[src/rtl/trace_trig_pkg.sv]
// Shared types and constants for the trace trigger generator.
// Optional SEQ mode state is present only when TRACE_TRIG_SEQ_EN is defined.
package trace_trig_pkg;

    typedef enum logic [2:0] {
        ST_IDLE     = 3'd0,
        ST_ARMED    = 3'd1,
`ifdef TRACE_TRIG_SEQ_EN
        ST_SEQ_WAIT = 3'd2,
`endif
        ST_DELAY    = 3'd3,
        ST_PULSE    = 3'd4,
        ST_HOLDOFF  = 3'd5
    } state_e;

    localparam logic [1:0] MODE_OR  = 2'd0;
    localparam logic [1:0] MODE_AND = 2'd1;
    localparam logic [1:0] MODE_SEQ = 2'd2;

    // Edge detector powers up "high" so an arm level held through reset is not an edge
    localparam logic ARM_EDGE_RST = 1'b1;

endpackage

[src/rtl/trace_trig_match.sv]
// Combinational source evaluation: OR hit, AND hit and SEQ first-stage hit.
module trace_trig_match #(
    parameter int unsigned pNUM_SOURCES = 9
) (
    input  logic [pNUM_SOURCES-1:0] i_sources,
    input  logic [pNUM_SOURCES-1:0] i_mask,
    input  logic [pNUM_SOURCES-1:0] i_seq_first,
    output logic                    o_or_hit_c,
    output logic                    o_and_hit_c,
    output logic                    o_first_hit_c
);

    logic [pNUM_SOURCES-1:0] w_masked;

    assign w_masked      = i_sources & i_mask;
    assign o_or_hit_c    = |w_masked;
    // An empty mask must never match, even though the equality would hold
    assign o_and_hit_c   = (|i_mask) && (w_masked == i_mask);
    assign o_first_hit_c = |(i_sources & i_seq_first);

endmodule

[src/rtl/trace_trig_gen.sv]
// Trigger generator: match FSM, delay/width/holdoff counter, event counter, heartbeat LED.
// Define TRACE_TRIG_SEQ_EN to build the two-stage SEQ mode (mode 2); otherwise mode 2 is OR.
module trace_trig_gen
    import trace_trig_pkg::*;
#(
    parameter int unsigned pNUM_SOURCES    = 9,
    parameter int unsigned pDELAY_WIDTH    = 16,
    parameter int unsigned pWIDTH_WIDTH    = 8,
    parameter int unsigned pCOUNT_WIDTH    = 16,
    parameter int unsigned pHEARTBEAT_BITS = 23
) (
    input  logic                       trace_clk,
    input  logic                       reset_n,
    input  logic                       I_arm,
    input  logic [1:0]                 I_mode,
    input  logic [pNUM_SOURCES-1:0]    I_mask,
    input  logic [pNUM_SOURCES-1:0]    I_seq_first,
    input  logic [pNUM_SOURCES-1:0]    I_sources,
    input  logic [pDELAY_WIDTH-1:0]    I_delay,
    input  logic [pWIDTH_WIDTH-1:0]    I_pulse_width,
    input  logic [pWIDTH_WIDTH-1:0]    I_holdoff,
    input  logic                       I_oneshot,
    output logic                       O_trig_out,
    output logic                       O_armed,
    output logic                       O_capturing,
    output logic [pCOUNT_WIDTH-1:0]    O_trig_count,
    output logic                       O_led_heartbeat
);

    localparam int unsigned CNT_W = (pDELAY_WIDTH > pWIDTH_WIDTH) ? pDELAY_WIDTH : pWIDTH_WIDTH;

    state_e                     r_state;
    state_e                     w_state_nxt;
    state_e                     w_start_state;
    state_e                     w_done_state;
    logic [CNT_W-1:0]           r_cnt;
    logic [CNT_W-1:0]           w_cnt_nxt;
    logic [CNT_W-1:0]           w_start_cnt;
    logic [CNT_W-1:0]           w_pulse_cnt;
    logic [CNT_W-1:0]           w_hold_cnt;
    logic                       r_arm_d;
    logic                       w_arm_rise;
    logic                       w_or_hit;
    logic                       w_and_hit;
    logic                       w_first_hit;
    logic                       w_match;
    logic                       w_pulse_entry;
    logic                       w_arm_entry;
    logic                       w_trig_nxt;
    logic                       w_armed_nxt;
    logic                       w_capt_nxt;
    logic                       r_trig_out;
    logic                       r_armed;
    logic                       r_capturing;
    logic [pCOUNT_WIDTH-1:0]    r_trig_count;
    logic [pHEARTBEAT_BITS-1:0] r_heartbeat;

    trace_trig_match #(
        .pNUM_SOURCES (pNUM_SOURCES)
    ) u_match (
        .i_sources     (I_sources),
        .i_mask        (I_mask),
        .i_seq_first   (I_seq_first),
        .o_or_hit_c    (w_or_hit),
        .o_and_hit_c   (w_and_hit),
        .o_first_hit_c (w_first_hit)
    );

`ifndef TRACE_TRIG_SEQ_EN
    logic w_seq_unused;
    assign w_seq_unused = w_first_hit ^ (I_mode == MODE_SEQ);
`endif

    assign w_arm_rise    = I_arm & ~r_arm_d;
    assign w_match       = (I_mode == MODE_AND) ? w_and_hit : w_or_hit;
    // Counter holds "remaining cycles minus one"; a zero width still gives one cycle
    assign w_pulse_cnt   = (I_pulse_width == '0) ? '0 : CNT_W'(I_pulse_width) - CNT_W'(1);
    assign w_hold_cnt    = CNT_W'(I_holdoff) - CNT_W'(1);
    assign w_start_state = (I_delay == '0) ? ST_PULSE : ST_DELAY;
    assign w_start_cnt   = (I_delay == '0) ? w_pulse_cnt : CNT_W'(I_delay) - CNT_W'(1);
    assign w_done_state  = I_oneshot ? ST_IDLE : ST_ARMED;
    assign w_pulse_entry = (w_state_nxt == ST_PULSE) && (r_state != ST_PULSE);
    assign w_arm_entry   = (w_state_nxt == ST_ARMED) && (r_state == ST_IDLE);

    // State and shared down-counter register
    always_ff @(posedge trace_clk) begin
        if (!reset_n) begin
            r_state <= ST_IDLE;
            r_cnt   <= '0;
        end else begin
            r_state <= w_state_nxt;
            r_cnt   <= w_cnt_nxt;
        end
    end

    // Next state and counter reload
    always_comb begin
        w_state_nxt = r_state;
        w_cnt_nxt   = r_cnt;
        case (r_state)
            ST_IDLE: begin
                if (w_arm_rise) w_state_nxt = ST_ARMED;
            end
            ST_ARMED: begin
`ifdef TRACE_TRIG_SEQ_EN
                if (I_mode == MODE_SEQ) begin
                    if (w_first_hit) w_state_nxt = ST_SEQ_WAIT;
                end else
`endif
                if (w_match) begin
                    w_state_nxt = w_start_state;
                    w_cnt_nxt   = w_start_cnt;
                end
            end
`ifdef TRACE_TRIG_SEQ_EN
            ST_SEQ_WAIT: begin
                if (w_or_hit) begin
                    w_state_nxt = w_start_state;
                    w_cnt_nxt   = w_start_cnt;
                end
            end
`endif
            ST_DELAY: begin
                if (r_cnt == '0) begin
                    w_state_nxt = ST_PULSE;
                    w_cnt_nxt   = w_pulse_cnt;
                end else begin
                    w_cnt_nxt = r_cnt - CNT_W'(1);
                end
            end
            ST_PULSE: begin
                if (r_cnt == '0) begin
                    if (I_holdoff == '0) begin
                        w_state_nxt = w_done_state;
                    end else begin
                        w_state_nxt = ST_HOLDOFF;
                        w_cnt_nxt   = w_hold_cnt;
                    end
                end else begin
                    w_cnt_nxt = r_cnt - CNT_W'(1);
                end
            end
            ST_HOLDOFF: begin
                if (r_cnt == '0) w_state_nxt = w_done_state;
                else             w_cnt_nxt   = r_cnt - CNT_W'(1);
            end
            default: w_state_nxt = ST_IDLE;
        endcase
        if (!I_arm) w_state_nxt = ST_IDLE;
    end

    // Output decode; a low arm kills outputs on the same edge that forces IDLE
    always_comb begin
        w_trig_nxt  = 1'b0;
        w_armed_nxt = 1'b0;
        w_capt_nxt  = 1'b0;
        if (I_arm) begin
            case (r_state)
                ST_ARMED:    w_armed_nxt = 1'b1;
`ifdef TRACE_TRIG_SEQ_EN
                ST_SEQ_WAIT: w_armed_nxt = 1'b1;
`endif
                ST_DELAY: begin
                    w_armed_nxt = 1'b1;
                    w_capt_nxt  = 1'b1;
                end
                ST_PULSE: begin
                    w_trig_nxt = 1'b1;
                    w_capt_nxt = 1'b1;
                end
                default: ;
            endcase
        end
    end

    // Output registers, arm edge detector, event and heartbeat counters
    always_ff @(posedge trace_clk) begin
        if (!reset_n) begin
            r_arm_d      <= ARM_EDGE_RST;
            r_trig_out   <= 1'b0;
            r_armed      <= 1'b0;
            r_capturing  <= 1'b0;
            r_trig_count <= '0;
            r_heartbeat  <= '0;
        end else begin
            r_arm_d     <= I_arm;
            r_trig_out  <= w_trig_nxt;
            r_armed     <= w_armed_nxt;
            r_capturing <= w_capt_nxt;
            if (w_arm_entry) begin
                r_trig_count <= '0;
            end else if (w_pulse_entry && (r_trig_count != '1)) begin
                r_trig_count <= r_trig_count + pCOUNT_WIDTH'(1);
            end
            if (!r_trig_out) r_heartbeat <= r_heartbeat + pHEARTBEAT_BITS'(1);
        end
    end

    assign O_trig_out      = r_trig_out;
    assign O_armed         = r_armed;
    assign O_capturing     = r_capturing;
    assign O_trig_count    = r_trig_count;
    assign O_led_heartbeat = r_heartbeat[pHEARTBEAT_BITS-1];

endmodule

[config.mk]
export PLATFORM = sky130hd
export DESIGN_NAME = trace_trig_gen
export DESIGN_NICKNAME = d
export VERILOG_FILES = /design/src/rtl/trace_trig_pkg.sv /design/src/rtl/trace_trig_match.sv /design/src/rtl/trace_trig_gen.sv
export SDC_FILE = /design/constraint.sdc
export NUM_CORES = 1
export LEC_CHECK = 0
export ABC_AREA = 1
export CAP_MARGIN = 20
export CELL_PAD_IN_SITES_DETAIL_PLACEMENT = 1
export CELL_PAD_IN_SITES_GLOBAL_PLACEMENT = 2
export CORE_MARGIN = 3
export CORE_UTILIZATION = 28
export CTS_CLUSTER_SIZE = 30
export DETAILED_ROUTE_END_ITERATION = 12
export PLACE_DENSITY_LB_ADDON = 0.1
export SYNTH_ARGS = -nofsm -noshare
export SYNTH_HDL_FRONTEND = slang
export SYNTH_SLANG_ARGS = --single-unit
[constraint.sdc]
create_clock -name trace_clk -period 2.7 [get_ports trace_clk]
set_input_delay 0.54 -clock trace_clk [delete_from_list [all_inputs] [get_ports trace_clk]]
set_output_delay 0.54 -clock trace_clk [all_outputs]
set_load 0.02 [all_outputs]
# Word level (Yosys, flattened, before mapping)

Index checks and enable logic that the tools add are counted.

Add/subtract/negate cells: 6
$mul: 0
Divide/modulo/power cells: 0
$lt $le $gt $ge: 0
Eq/ne operators: 13
Shift operators: 0
Mux-type cells: 22
Bitwise logic cells: 4
Reduce and logical (&&, ||, !) cells: 17

Operator list:

| operator              | number |
|---|---|
| $mux 16               | 7 |
| $pmux 16 s4           | 1 |
| $logic_not 16->1      | 2 |
| $sub 16x1->16 const B | 2 |
| $mux 3                | 8 |
| $add 23x1->23 const B | 1 |
| $reduce_or 9->1       | 2 |
| $sub 8x1->9 const B   | 2 |
| $add 16x1->16 const B | 1 |
| $logic_not 8->1       | 2 |
| $ne 16x16->1 const B  | 1 |
| $pmux 3 s5            | 1 |
| $and 9x9->9           | 1 |
| $eq 3x3->1 const B    | 3 |
| $eq 9x9->1            | 1 |
| $eq 3x1->1 const B    | 2 |
| $ne 3x3->1 const B    | 2 |
| $reduce_or 2->1       | 3 |
| $mux 1                | 5 |
| $logic_and 1x1->1     | 4 |
| $ne 2x2->1 const B    | 2 |
| $reduce_and 4->1      | 1 |
| $reduce_bool 4->1     | 1 |
| $eq 3x2->1 const B    | 1 |
| 5 further kinds       | 6 |

Register bits after elaboration: 62
Bits in latches: 0
RAM bits: 0
Memory bits (read-only): 0
Input port bits: 65
Output and inout bits: 20
Logic and storage cells: 70
Memories: 0

# Depth between registers and ports, before layout

Gate-level depths: netlist of the first run.

Depth in word-level cells: 10
Gate-level depth with buffers: 18
Depth with buffers taken out: 17

# Cells and area by module

A second synthesis of the first run with hierarchy kept.

Cells, all modules: 818
Area, all modules: 4936.0 um2

By module, submodules not included:

| module           | times used | cells an instance | area each (um2) | sequential area each (um2) |
|---|---|---|---|---|
| trace_trig_gen   | 1          | 759               | 4699.5          | 1241.2 |
| trace_trig_match | 1          | 59                | 236.5           | 0.0 |

# Worst setup path after synthesis of the first run

OpenSTA, ideal clock, no wires.

Path kind: input-to-reg
Start point: input port I_delay[0]
End point: register r_trig_count[15], in the netlist O_trig_count[15]
Library setup time: 0.116 ns
Arrival time: 1.889 ns
Slack: 0.695 ns
Cell stages on the path: 12
Cell sequence: inv_1 -> ha_1 -> nand4_1 -> nor2_4 -> nand4_1 -> nand2_1 -> nand2_2 -> nor2_4 -> buf_6 -> nand3_1 -> nand2_1 -> nor2_2

Word-level cells in the longest chain between the ends: 8
Elaborated cells on any way between the ends: 11
Classes of those cells: 2 x eq/ne; 4 x mux; 5 x reduce/logical

RTL lines:

| item                                                                         | line                                       | text |
|---|---|---|
| start, declared                                                              | trace_trig_gen.sv:19                       | `input logic [pDELAY_WIDTH-1:0] I_delay,` |
| $logic_not 16->1 *                                                           | trace_trig_gen.sv:79                       | `assign w_start_state = (I_delay == '0) ? ST_PULSE : ST_DELAY;` |
| $mux 3 *                                                                     | trace_trig_gen.sv:79                       |  |
| $mux 3 *                                                                     | trace_trig_gen.sv:110                      | `if (w_match) begin` |
| $pmux 3 s5 *                                                                 | trace_trig_gen.sv:100                      | `case (r_state)` |
| $mux 3 *                                                                     | trace_trig_gen.sv:149                      | `if (!I_arm) w_state_nxt = ST_IDLE;` |
| $eq 3x1->1 / $eq 3x3->1 (equally long branches)                              | trace_trig_gen.sv:83, trace_trig_gen.sv:82 |  |
| $logic_and 1x1->1, on equally long branches                                  | trace_trig_gen.sv:83, trace_trig_gen.sv:82 |  |
| $reduce_or 2->1 (no source line) / $logic_and 1x1->1 (equally long branches) | --                                         |  |
| end signal, assigned                                                         | trace_trig_gen.sv:193                      | `r_trig_count <= r_trig_count + pCOUNT_WIDTH'(1);` |
| end, declared                                                                | trace_trig_gen.sv:55                       | `logic [pCOUNT_WIDTH-1:0] r_trig_count;` |

Mark *: on every way between the ends. The rest lies on a longest branch, timed or not.
A chain may end at the register's enable or synchronous reset.

# Worst setup path in the final report of the first run

Start point: register r_cnt[0]
End point: register r_cnt[10]

Word-level cells in the longest chain between the ends: 3
Elaborated cells on any way between the ends: 9
Classes of those cells: 1 x add/sub; 2 x eq/ne; 4 x mux; 2 x reduce/logical

RTL lines:

| item                                                     | line                  | text |
|---|---|---|
| start, declared                                          | trace_trig_gen.sv:36  | `logic [CNT_W-1:0] r_cnt;` |
| start signal, assigned                                   | trace_trig_gen.sv:92  | `r_cnt <= w_cnt_nxt;` |
| $sub 16x1->16 / $logic_not 16->1 (equally long branches) | --                    |  |
| $mux 16 (tied with other cells)                          | trace_trig_gen.sv:144 | `if (r_cnt == '0) w_state_nxt = w_done_state;` |
| $pmux 16 s4 / $reduce_and 4->1 (equally long branches)   | --                    |  |

Several ways; a longest one is shown, not always the timed one. The select of a mux whose other input is x is not followed.

==> results of run 1 <==
## where the power goes
group | internal, uW | leakage, uW | switching (uW)
Sequential | 928 | 0.000501 | 14.5
Clock | 783 | 0.000151 | 417
Combinational | 190 | 0.00198 | 255
Total | 1900 | 0.00263 | 686
## how the worst min path moves through the flow
stage / to / slack [ns] / depth (start not counted)
after floorplan: r_heartbeat[21]$_SDFFE_PN0N_ / 0.44 / 2
after detailed placement: r_heartbeat[21]$_SDFFE_PN0N_ / 0.47 / 2
after global routing: r_heartbeat[21]$_SDFFE_PN0N_ / 0.51 / 2
after global placement: r_heartbeat[21]$_SDFFE_PN0N_ / 0.45 / 2
final: r_heartbeat[7]$_SDFFE_PN0N_ / 0.48 / 2
after CTS: r_heartbeat[7]$_SDFFE_PN0N_ / 0.48 / 2
## cells by family after synthesis
| logic type | after synthesis |
|---|---|
| flip-flops | 62 |
| AND/OR/NAND/NOR | 402 |
| buffers and inverters | 116 |
| adder cells (fa/ha/maj) | 9 |
| XOR/XNOR | 29 |
| AO/OA/AOI/OAI | 129 |
## per-stage QoR
stage                     instance area, um^2  power [uW]  util [%]
after floorplan                          4610        1200         -
after detailed placement                 5760        1410      36.0
after global routing                     6070        2730      37.9
after global placement                   5760        1400      36.0
after CTS                                6070        2630      37.9
final                                    6070        2590      37.9
## cells in the final DEF, fill, tap and decap left out, drive strengths merged, types with 16 or more instances in the layout
| cell type | count |
|---|---|
| a21oi | 48 |
| buf | 23 |
| clkdlybuf4s50 | 75 |
| dfxtp | 62 |
| inv | 106 |
| nand2 | 171 |
| nand3 | 52 |
| nand4 | 16 |
| nor2 | 127 |
| nor3 | 26 |
| o21ai | 54 |
| xor2 | 21 |
## flip-flops by register name, summed over array words and instances (netlist names)
| name | cells |
|---|---|
| r_arm_d | 1 |
| O_armed | 1 |
| O_capturing | 1 |
| O_trig_out | 1 |
| O_trig_count | 16 |
| r_heartbeat | 23 |
| r_cnt | 16 |
| r_state | 3 |
## layer usage
layer,up-vias,GRT usage [%],part of all wire (%),wire length [um]
met5,-,0,0,0
met4,0,3.45,0.91,135
met3,10,3.68,3.8,563
met2,68,28.7,48,7100
met1,2417,21.7,47,6970
li1,2632,-,-,-
## cell type report
cell class,count,area (um^2),share of cell area [%]
Clock buffer,12,267,4.39
Clock inverter,3,42.5,0.701
Inverter,107,402,6.62
Multi-Input combinational cell,569,2910,48.0
Sequential cell,62,1240,20.5
Tap cell,216,270,4.45
Timing Repair Buffer,98,936,15.4
## worst max-delay path, stage by stage (launching register included)
cell,delay (ns)
dfxtp_1,0.31
inv_1,0.13
ha_1,0.21
inv_1,0.05
nor2_1,0.16
nand2_1,0.09
nor2_2,0.12
nand3_4,0.15
o21ai_1,0.25
inv_1,0.08
nor2_1,0.16
buf_4,0.15
nor2_1,0.04
o21ai_0,0.23
a21oi_1,0.10
==> flow_metrics.py, run 1 <==
metrics = {
    "clocking": {
        "clk_pin_slew_worst_paths_ns": 0.06,
        "clockRootBuffer": "clkbuf_16",
        "cts_sinks": 62,
        "cts-hold-fix-buffers": 0,
        "clock_path_buffers": 2,
        "numCtsBuffers": 9,
        "cts_resized": 0,
        "clk_latency_ns": 0.33,
        "h-tree-depth": 3,
        "postCtsSetupRepairBufs": 0,
        "cts_tree": "built",
    },
    "global_route": {
        "grt_max_degree": 28,
        "grt_pass1_vias": 5335,
        "overflow": 0,
        "grt_antenna_before_repair": 0,
        "grt.total_usage_pct": 16.7,
        "grt_pass1_wl_mm": 24.9,
    },
    "logic_synthesis": {
        "synth_flop_cell": "dfxtp_1",
        "synth_top_area_share_pct": 26.9,
        "ys_ff_latch": 62,
        "synth_seq_area_share_pct": 26.9,
        "muxShareOfSynthArea_pct": 0,
        "syn-num-nets": 821,
        "syn_area_um2": 4610,
        "yosys_warnings": 0,
        "synth_simple_gate_area_share_pct": 39.9,
        "synth-edff-count": 0,
        "synthCells": 747,
        "synth_top_family_by_area": "simple AND/OR/NAND/NOR gates",
        "synthAdderAreaFrac_pct": 2.44,
        "yosys.area_share.xor_xnor_pct": 5.51,
        "synth.most_common_cell": "nand2_1",
        "avgSynthCellArea_um2": 6.17,
        "yosysTopAreaCell": "dfxtp_1",
        "synth_commonest_cells": "nand2_1 (166), nor2_1 (112), inv_1 (97)",
        "synth-compound-area-share_pct": 15.3,
        "async_reset_ff_share_pct": 0,
        "synth.distinct_cells": 48,
        "synthTopCellsByArea": "dfxtp_1 (27%), nand2_1 (14%), nor2_1 (9.1%)",
    },
    "power": {
        "p_leak_uw": 0.00263,
        "ir_worst_vdd_v": 0.000314,
        "powerDensity_nw_per_um2": 426,
    },
    "timing": {
        "setup_tns_ns": 0,
        "clock_skew_ns": 0.00627,
        "fmax_ghz": 0.426,
        "whs_ns": 0.479,
        "setup_viol": 0,
        "fin_crit_ns": 2.35,
        "worst_pin_slew_ns": 0.572,
        "fin_crit_sh_pct": 87.0,
        "relSlewSlack_pct": 61.7,
        "maxSlewViolCount": 0,
        "hold_violations": 0,
        "finalWorstSetupSlack_ns": 0.350,
        "rsz0062_at_grt": "false",
    },
    "critical_path": {
        "crit_fanout": 8,
        "arrival_ns": 2.56,
        "endpoint_kind": "flip-flop",
        "rrSetupSlack_ns": 0.35,
        "reg2reg_to": "r_cnt[10]$_SDFFE_PN0P_",
        "reg2reg_from": "r_cnt[0]$_SDFFE_PN0P_",
        "setup.worst_path.start_class": "flip-flop",
        "endpoint": "r_cnt[10]$_SDFFE_PN0P_",
        "critPathLaunch": "r_cnt[0]$_SDFFE_PN0P_",
        "worstSetupPathType": "reg2reg",
        "worstPathRequired_ns": 2.91,
        "rr_worst_depth": 14,
    },
    "routing": {
        "first_pass_iters": 4,
        "routed_wirelength_mm": 14.8,
        "wl_per_cell_um": 13.8,
        "drtAntennaViolNets": 0,
        "vias": 5127,
        "viasPerCell": 4.81,
        "drtIter0Drc": 199,
        "drc": 0,
    },
    "floorplanning": {
        "core_um2": 16000,
        "die_h_um": 134,
        "die-area_um2": 18000,
        "fp.dieW_um": 134,
        "rows": 46,
        "ios": 85,
        "start_util_pct": 28.8,
    },
    "min_path": {
        "hp-class": "reg2reg",
        "min_from": "r_heartbeat[7]$_SDFFE_PN0N_",
    },
    "cells_and_area": {
        "drive_above_1_share_pct": 9.52,
        "nets": 921,
        "area_growth_pct": 31.8,
        "antenna_cells": 0,
        "n_fill_cell": 2093,
        "stdcell_count": 1067,
    },
    "flow_run": {
        "drv_cap": 0,
    },
    "status": {
        "status": "finished, final reports clean",
    },
    "placement": {
        "dp_slack_ns": 0.0395,
        "gp_congestion": 0.864,
        "post-place-cells": 1052,
        "post-dp-hpwl_mm": 12.1,
        "portBuffers": 75,
    },
}
Power figures use the tool's default switching activity.
==> run 2, diff against run 1 <==
Settings changed: CORE_MARGIN 3 to 4.
==> run 2 against run 1 <==
Utilization shrank 0.13 points. Global-route usage shrank 0.28 points. Critical endpoint is now r_cnt[12]$_SDFFE_PN0P_. Combinational power is essentially flat. Cell count is essentially flat. Via count shrank 0.80%. Critical path type unchanged. Fmax shrank 2.0%. Highest routed layer unchanged. First-iteration DRC count shrank 35%. Sequential cell count is the same. Non-clock buffer count is the same. Register-to-register slack lost 0.05 ns. Clock-buffer cell count shrank 1.
==> flow_metrics.py, run 2 (synthesized netlist as in run 1, its figures left out) <==
metrics = {
    "timing": {
        "fin_crit_sh_pct": 88.8,
        "worst_pin_slew_ns": 0.604,
        "fin_crit_ns": 2.40,
        "clock_skew_ns": 0.00963,
        "setup_tns_ns": 0,
        "finalWorstSetupSlack_ns": 0.302,
        "setup_viol": 0,
        "relSlewSlack_pct": 59.3,
        "fmax_ghz": 0.417,
        "maxSlewViolCount": 0,
        "hold_violations": 0,
        "rsz0062_at_grt": "false",
    },
    "clocking": {
        "clockRootBuffer": "clkbuf_16",
        "postCtsSetupRepairBufs": 0,
        "cts_resized": 0,
        "clk_latency_ns": 0.33,
        "clk_pin_slew_worst_paths_ns": 0.06,
        "numCtsBuffers": 9,
        "cts-hold-fix-buffers": 0,
        "cts_sinks": 62,
        "clock_path_buffers": 2,
        "cts_tree": "built",
        "h-tree-depth": 3,
    },
    "cells_and_area": {
        "drive_above_1_share_pct": 9.29,
        "stdcell_count": 1066,
        "regMostFlops": "r_heartbeat",
        "largest_reg_flops": 23,
        "final_area_um2": 6050,
        "antenna_cells": 0,
        "multiInputGateArea_um2": 2910,
        "n_fill_cell": 2099,
        "regArea_um2": 1240,
        "final_common_cell": "nand2_1",
        "area_growth_pct": 31.3,
        "final_util_pct": 37.8,
        "nets": 921,
        "layout_common_cells": "nand2_1 (166), nor2_1 (112), inv_1 (97)",
    },
    "critical_path": {
        "cpMostUsedCell": "inv_1",
        "crit_buf_inv": 4,
        "worstPathRequired_ns": 2.91,
        "arrival_ns": 2.61,
        "max_stage_delay_ns": 0.35,
        "crit_fanout": 8,
        "cp_top_family": "simple AND/OR/NAND/NOR gates",
        "worstSetupPathType": "reg2reg",
        "slowest_stage": "o21ai_0",
        "path_cells": "inv_1, ha_1, inv_1, nor2_1, nand2_1, nor2_2, nand3_4, o21ai_0, inv_1, nor2_1, buf_4, a21oi_1, o21ai_0, a21oi_1",
        "endpoint_kind": "flip-flop",
        "setup.worst_path.start_class": "flip-flop",
    },
    "floorplanning": {
        "fp.dieW_um": 136,
        "die_h_um": 136,
        "die-area_um2": 18600,
        "rows": 46,
        "start_util_pct": 28.8,
        "ios": 85,
        "core_um2": 16000,
    },
    "min_path": {
        "hp-class": "reg2reg",
    },
    "routing": {
        "drtAntennaViolNets": 0,
        "wl_per_cell_um": 14.0,
        "drtIter0Drc": 130,
        "first_pass_iters": 4,
        "drc": 0,
        "vias": 5086,
        "viasPerCell": 4.77,
        "routed_wirelength_mm": 14.9,
    },
    "power": {
        "p_leak_uw": 0.00262,
        "powerDensity_nw_per_um2": 420,
        "ir_worst_vdd_v": 0.000331,
    },
    "placement": {
        "post-place-cells": 1052,
        "post-dp-hpwl_mm": 12.1,
        "gp_congestion": 0.887,
        "portBuffers": 75,
        "dp_slack_ns": 0.0250,
        "place_area_um2": 5760,
    },
    "global_route": {
        "grt_max_degree": 28,
        "use_met3_pct": 2.92,
        "grt_pass1_vias": 5367,
        "grt_busiest_layer": "met2",
        "overflow": 0,
        "grt_pass1_wl_mm": 25.0,
        "grt_use_met2_pct": 28.6,
        "met1_usage_pct": 21.3,
        "grt.total_usage_pct": 16.5,
        "grt_antenna_before_repair": 0,
    },
    "status": {
        "status": "finished, final reports clean",
    },
    "flow_run": {
        "drv_cap": 0,
    },
}
run 2: cell types whose count changed in the layout (fill, tap and decap cells not counted):
cell / previous run / this run
clkinv_2: 1 / 0
o21ai_0: 49 / 50
clkbuf_1: 0 / 1
clkinv_4: 0 / 1
o21ai_1: 5 / 4
clkbuf_8: 3 / 1
run 2: tightest hold or removal path, cell delays in order (launching register included):
cell     delay (ns)
dfxtp_1        0.31
inv_1          0.06
a21oi_1        0.06
run 2: final timing paths:
check                                    start                           end  slack (ns)  cells after the start
setup / recovery         r_cnt[0]$_SDFFE_PN0P_        r_cnt[12]$_SDFFE_PN0P_        0.30                     14
hold / removal    r_heartbeat[21]$_SDFFE_PN0N_  r_heartbeat[21]$_SDFFE_PN0N_        0.48                      2
setup reg to reg         r_cnt[0]$_SDFFE_PN0P_        r_cnt[12]$_SDFFE_PN0P_        0.30                     14
hold reg to reg   r_heartbeat[21]$_SDFFE_PN0N_  r_heartbeat[21]$_SDFFE_PN0N_        0.48                      2
run 2: power by group:
group	internal, uW	switching (uW)
logic	190	257
clock network	731	417
registers	928	14.6
run 2: per-layer routing:
layer  up-vias  routed length, um
met5         -                  0
met4         0                139
met3         9                367
met2        66               7180
met1      2374               7180
li1       2637                  -
run 2: area by class of cell:
cell class | instances | share of cell area, %
flip-flops and latches | 62 | 20.5
clock inverters | 3 | 0.765
well taps | 216 | 4.47
multi-input cells | 569 | 48.1
clock buffers | 11 | 4.01
repair buffers | 98 | 15.5
inverters | 107 | 6.64
run 2: metrics by stage:
| stage | total power [uW] | hold WS (ns) |
|---|---|---|
| after floorplan | 1200 | 0.439 |
| after global placement | 1400 | 0.451 |
| after detailed placement | 1410 | 0.482 |
| after CTS | 2580 | 0.492 |
| after global routing | 2660 | 0.515 |
| final | 2540 | 0.482 |
==> run 3, diff against run 2 <==
Settings changed: CORE_UTILIZATION 28 to 25.
Clock period 2.7 ns to 2.2 ns, I/O delays scaled along.
==> run 3 against run 2 <==
Sequential share of layout area down 2.7 points. Critical path type is now in2reg. Largest power group unchanged. Critical path depth up 1. Worst setup slack worse by 0.29 ns. Highest routed layer unchanged.
==> flow_metrics.py, run 3 (synthesized netlist as in run 1, its figures left out) <==
metrics = {
    "status": {
        "status": "finished, final reports clean",
    },
    "global_route": {
        "grt.total_usage_pct": 16.7,
        "grt_antenna_before_repair": 0,
        "grt_pass1_vias": 5839,
        "grt_max_degree": 26,
        "overflow": 0,
        "grt_pass1_wl_mm": 27.8,
    },
    "flow_run": {
        "drv_cap": 0,
    },
    "clocking": {
        "clk_pin_slew_worst_paths_ns": 0.05,
        "clock_path_buffers": 2,
        "cts-hold-fix-buffers": 0,
        "cts_sinks": 62,
        "clk_latency_ns": 0.34,
        "h-tree-depth": 3,
        "cts_tree": "built",
        "numCtsBuffers": 9,
        "clockRootBuffer": "clkbuf_16",
    },
    "timing": {
        "setup_viol": 0,
        "fin_crit_ns": 2.19,
        "worst_pin_slew_ns": 0.425,
        "clock_skew_ns": 0.00647,
        "fmax_ghz": 0.457,
        "rsz0062_at_grt": "true",
        "relSlewSlack_pct": 71.3,
        "hold_violations": 0,
        "whs_ns": 0.475,
        "fin_crit_sh_pct": 99.5,
        "maxSlewViolCount": 0,
    },
    "critical_path": {
        "crit_fanout": 5,
        "endpoint_kind": "flip-flop",
        "setup.worst_path.start_class": "input pin",
        "worstPathRequired_ns": 2.47,
        "worstSetupPathType": "in2reg",
        "arrival_ns": 2.46,
    },
    "cells_and_area": {
        "largest_reg_flops": 23,
        "regMostFlops": "r_heartbeat",
        "nets": 1004,
        "stdcell_count": 1163,
        "final_common_cell": "nand2_1",
        "area_growth_pct": 51.6,
        "layout_common_cells": "nand2_1 (153), nor2_1 (100), buf_4 (96)",
        "antenna_cells": 0,
        "drive_above_1_share_pct": 22.4,
    },
    "routing": {
        "first_pass_iters": 4,
        "vias": 5457,
        "viasPerCell": 4.69,
        "routed_wirelength_mm": 16.6,
        "drtIter0Drc": 154,
        "wl_per_cell_um": 14.2,
        "drtAntennaViolNets": 0,
        "drc": 0,
    },
    "placement": {
        "portBuffers": 75,
        "post-dp-hpwl_mm": 13.5,
        "gp_congestion": 0.851,
        "post-place-cells": 1138,
    },
    "floorplanning": {
        "die_h_um": 144,
        "ios": 85,
        "core_um2": 18000,
        "start_util_pct": 25.6,
        "rows": 49,
        "fp.dieW_um": 144,
        "die-area_um2": 20700,
    },
    "power": {
        "p_leak_uw": 0.00322,
        "ir_worst_vdd_v": 0.000390,
        "powerDensity_nw_per_um2": 458,
        "power_uw": 3190,
    },
    "min_path": {
        "hp-class": "reg2reg",
    },
}
run 3: changes by cell type in the layout (fill, tap and decap cells not counted), sizes merged:
cell           previous run  this run
bufinv                    1         0
dlymetal6s2s              0        12
buf                      23       106
clkinvlp                  1         2
clkdlybuf4s50            75        63
clkinv                    2         3
run 3: where the power goes:
group / total [uW] / internal, uW / leakage [uW] / switching, uW
Sequential: 1160 / 1140 / 0.000502 / 17.8
Combinational: 696 / 335 / 0.00258 / 361
Clock: 1340 / 810 / 0.000137 / 531
run 3: worst paths after layout:
path / startpoint / to / slack [ns] / cells past startpoint
worst max-delay path: I_delay[0] / O_trig_count[13]$_SDFFE_PP0P_ / 0.01 / 15
worst min-delay path: r_heartbeat[21]$_SDFFE_PN0N_ / r_heartbeat[21]$_SDFFE_PN0N_ / 0.47 / 2
worst max register to register: r_cnt[0]$_SDFFE_PN0P_ / O_trig_count[13]$_SDFFE_PP0P_ / 0.03 / 19
worst min register to register: r_heartbeat[21]$_SDFFE_PN0N_ / r_heartbeat[21]$_SDFFE_PN0N_ / 0.47 / 2
run 3: routing by layer:
layer | part of all wire (%) | GRT usage (%)
met1 | 46 | 20.8
met2 | 50 | 29.6
met5 | 0 | 0
met3 | 2.8 | 3.46
met4 | 1.1 | 3.67
run 3: stage by stage:
| stage | instance area, um^2 | utilization, % | setup WS, ns | setup TNS [ns] |
|---|---|---|---|---|
| final | 6980 | 38.7 | 0.0105 | 0 |
| after detailed placement | 6340 | 35.2 | -0.344 | -8.15 |
| after global placement | 6340 | 35.2 | -0.288 | -6.55 |
| after CTS | 6800 | 37.7 | -0.0282 | -0.217 |
| after floorplan | 4610 | - | 0.226 | 0 |
| after global routing | 6980 | 38.7 | -0.133 | -1.76 |
run 3: final cells by class:
type                       instances  area [um^2]
multi-input combinational        569         3080
sequential                        62         1240
tap                              229          287
inverter                         107          408
clock buffer                      11          253
fill                            2312        11000
timing repair buffer             181         1690
clock inverter                     4         22.5
run 3: what timing repair did:
item,CTS,global route
endpoints found under the setup margin,15,39
resized for setup,29,60
endpoints found under the hold margin,0,0
setup buffers,6,3
gates cloned,2,0
pin swaps,15,29
run 3: worst max-delay path: stages:
cell and delay, ns:
clkdlybuf4s50_1 0.41, inv_2 0.08, ha_4 0.14, nand4_1 0.13
nor2_4 0.24, nand4_1 0.18, nand2_2 0.11, nand2_2 0.07
nor2_4 0.17, buf_12 0.14, buf_16 0.11, nand2_4 0.04
nand2_2 0.06, nand2_1 0.05, nor2_1 0.09
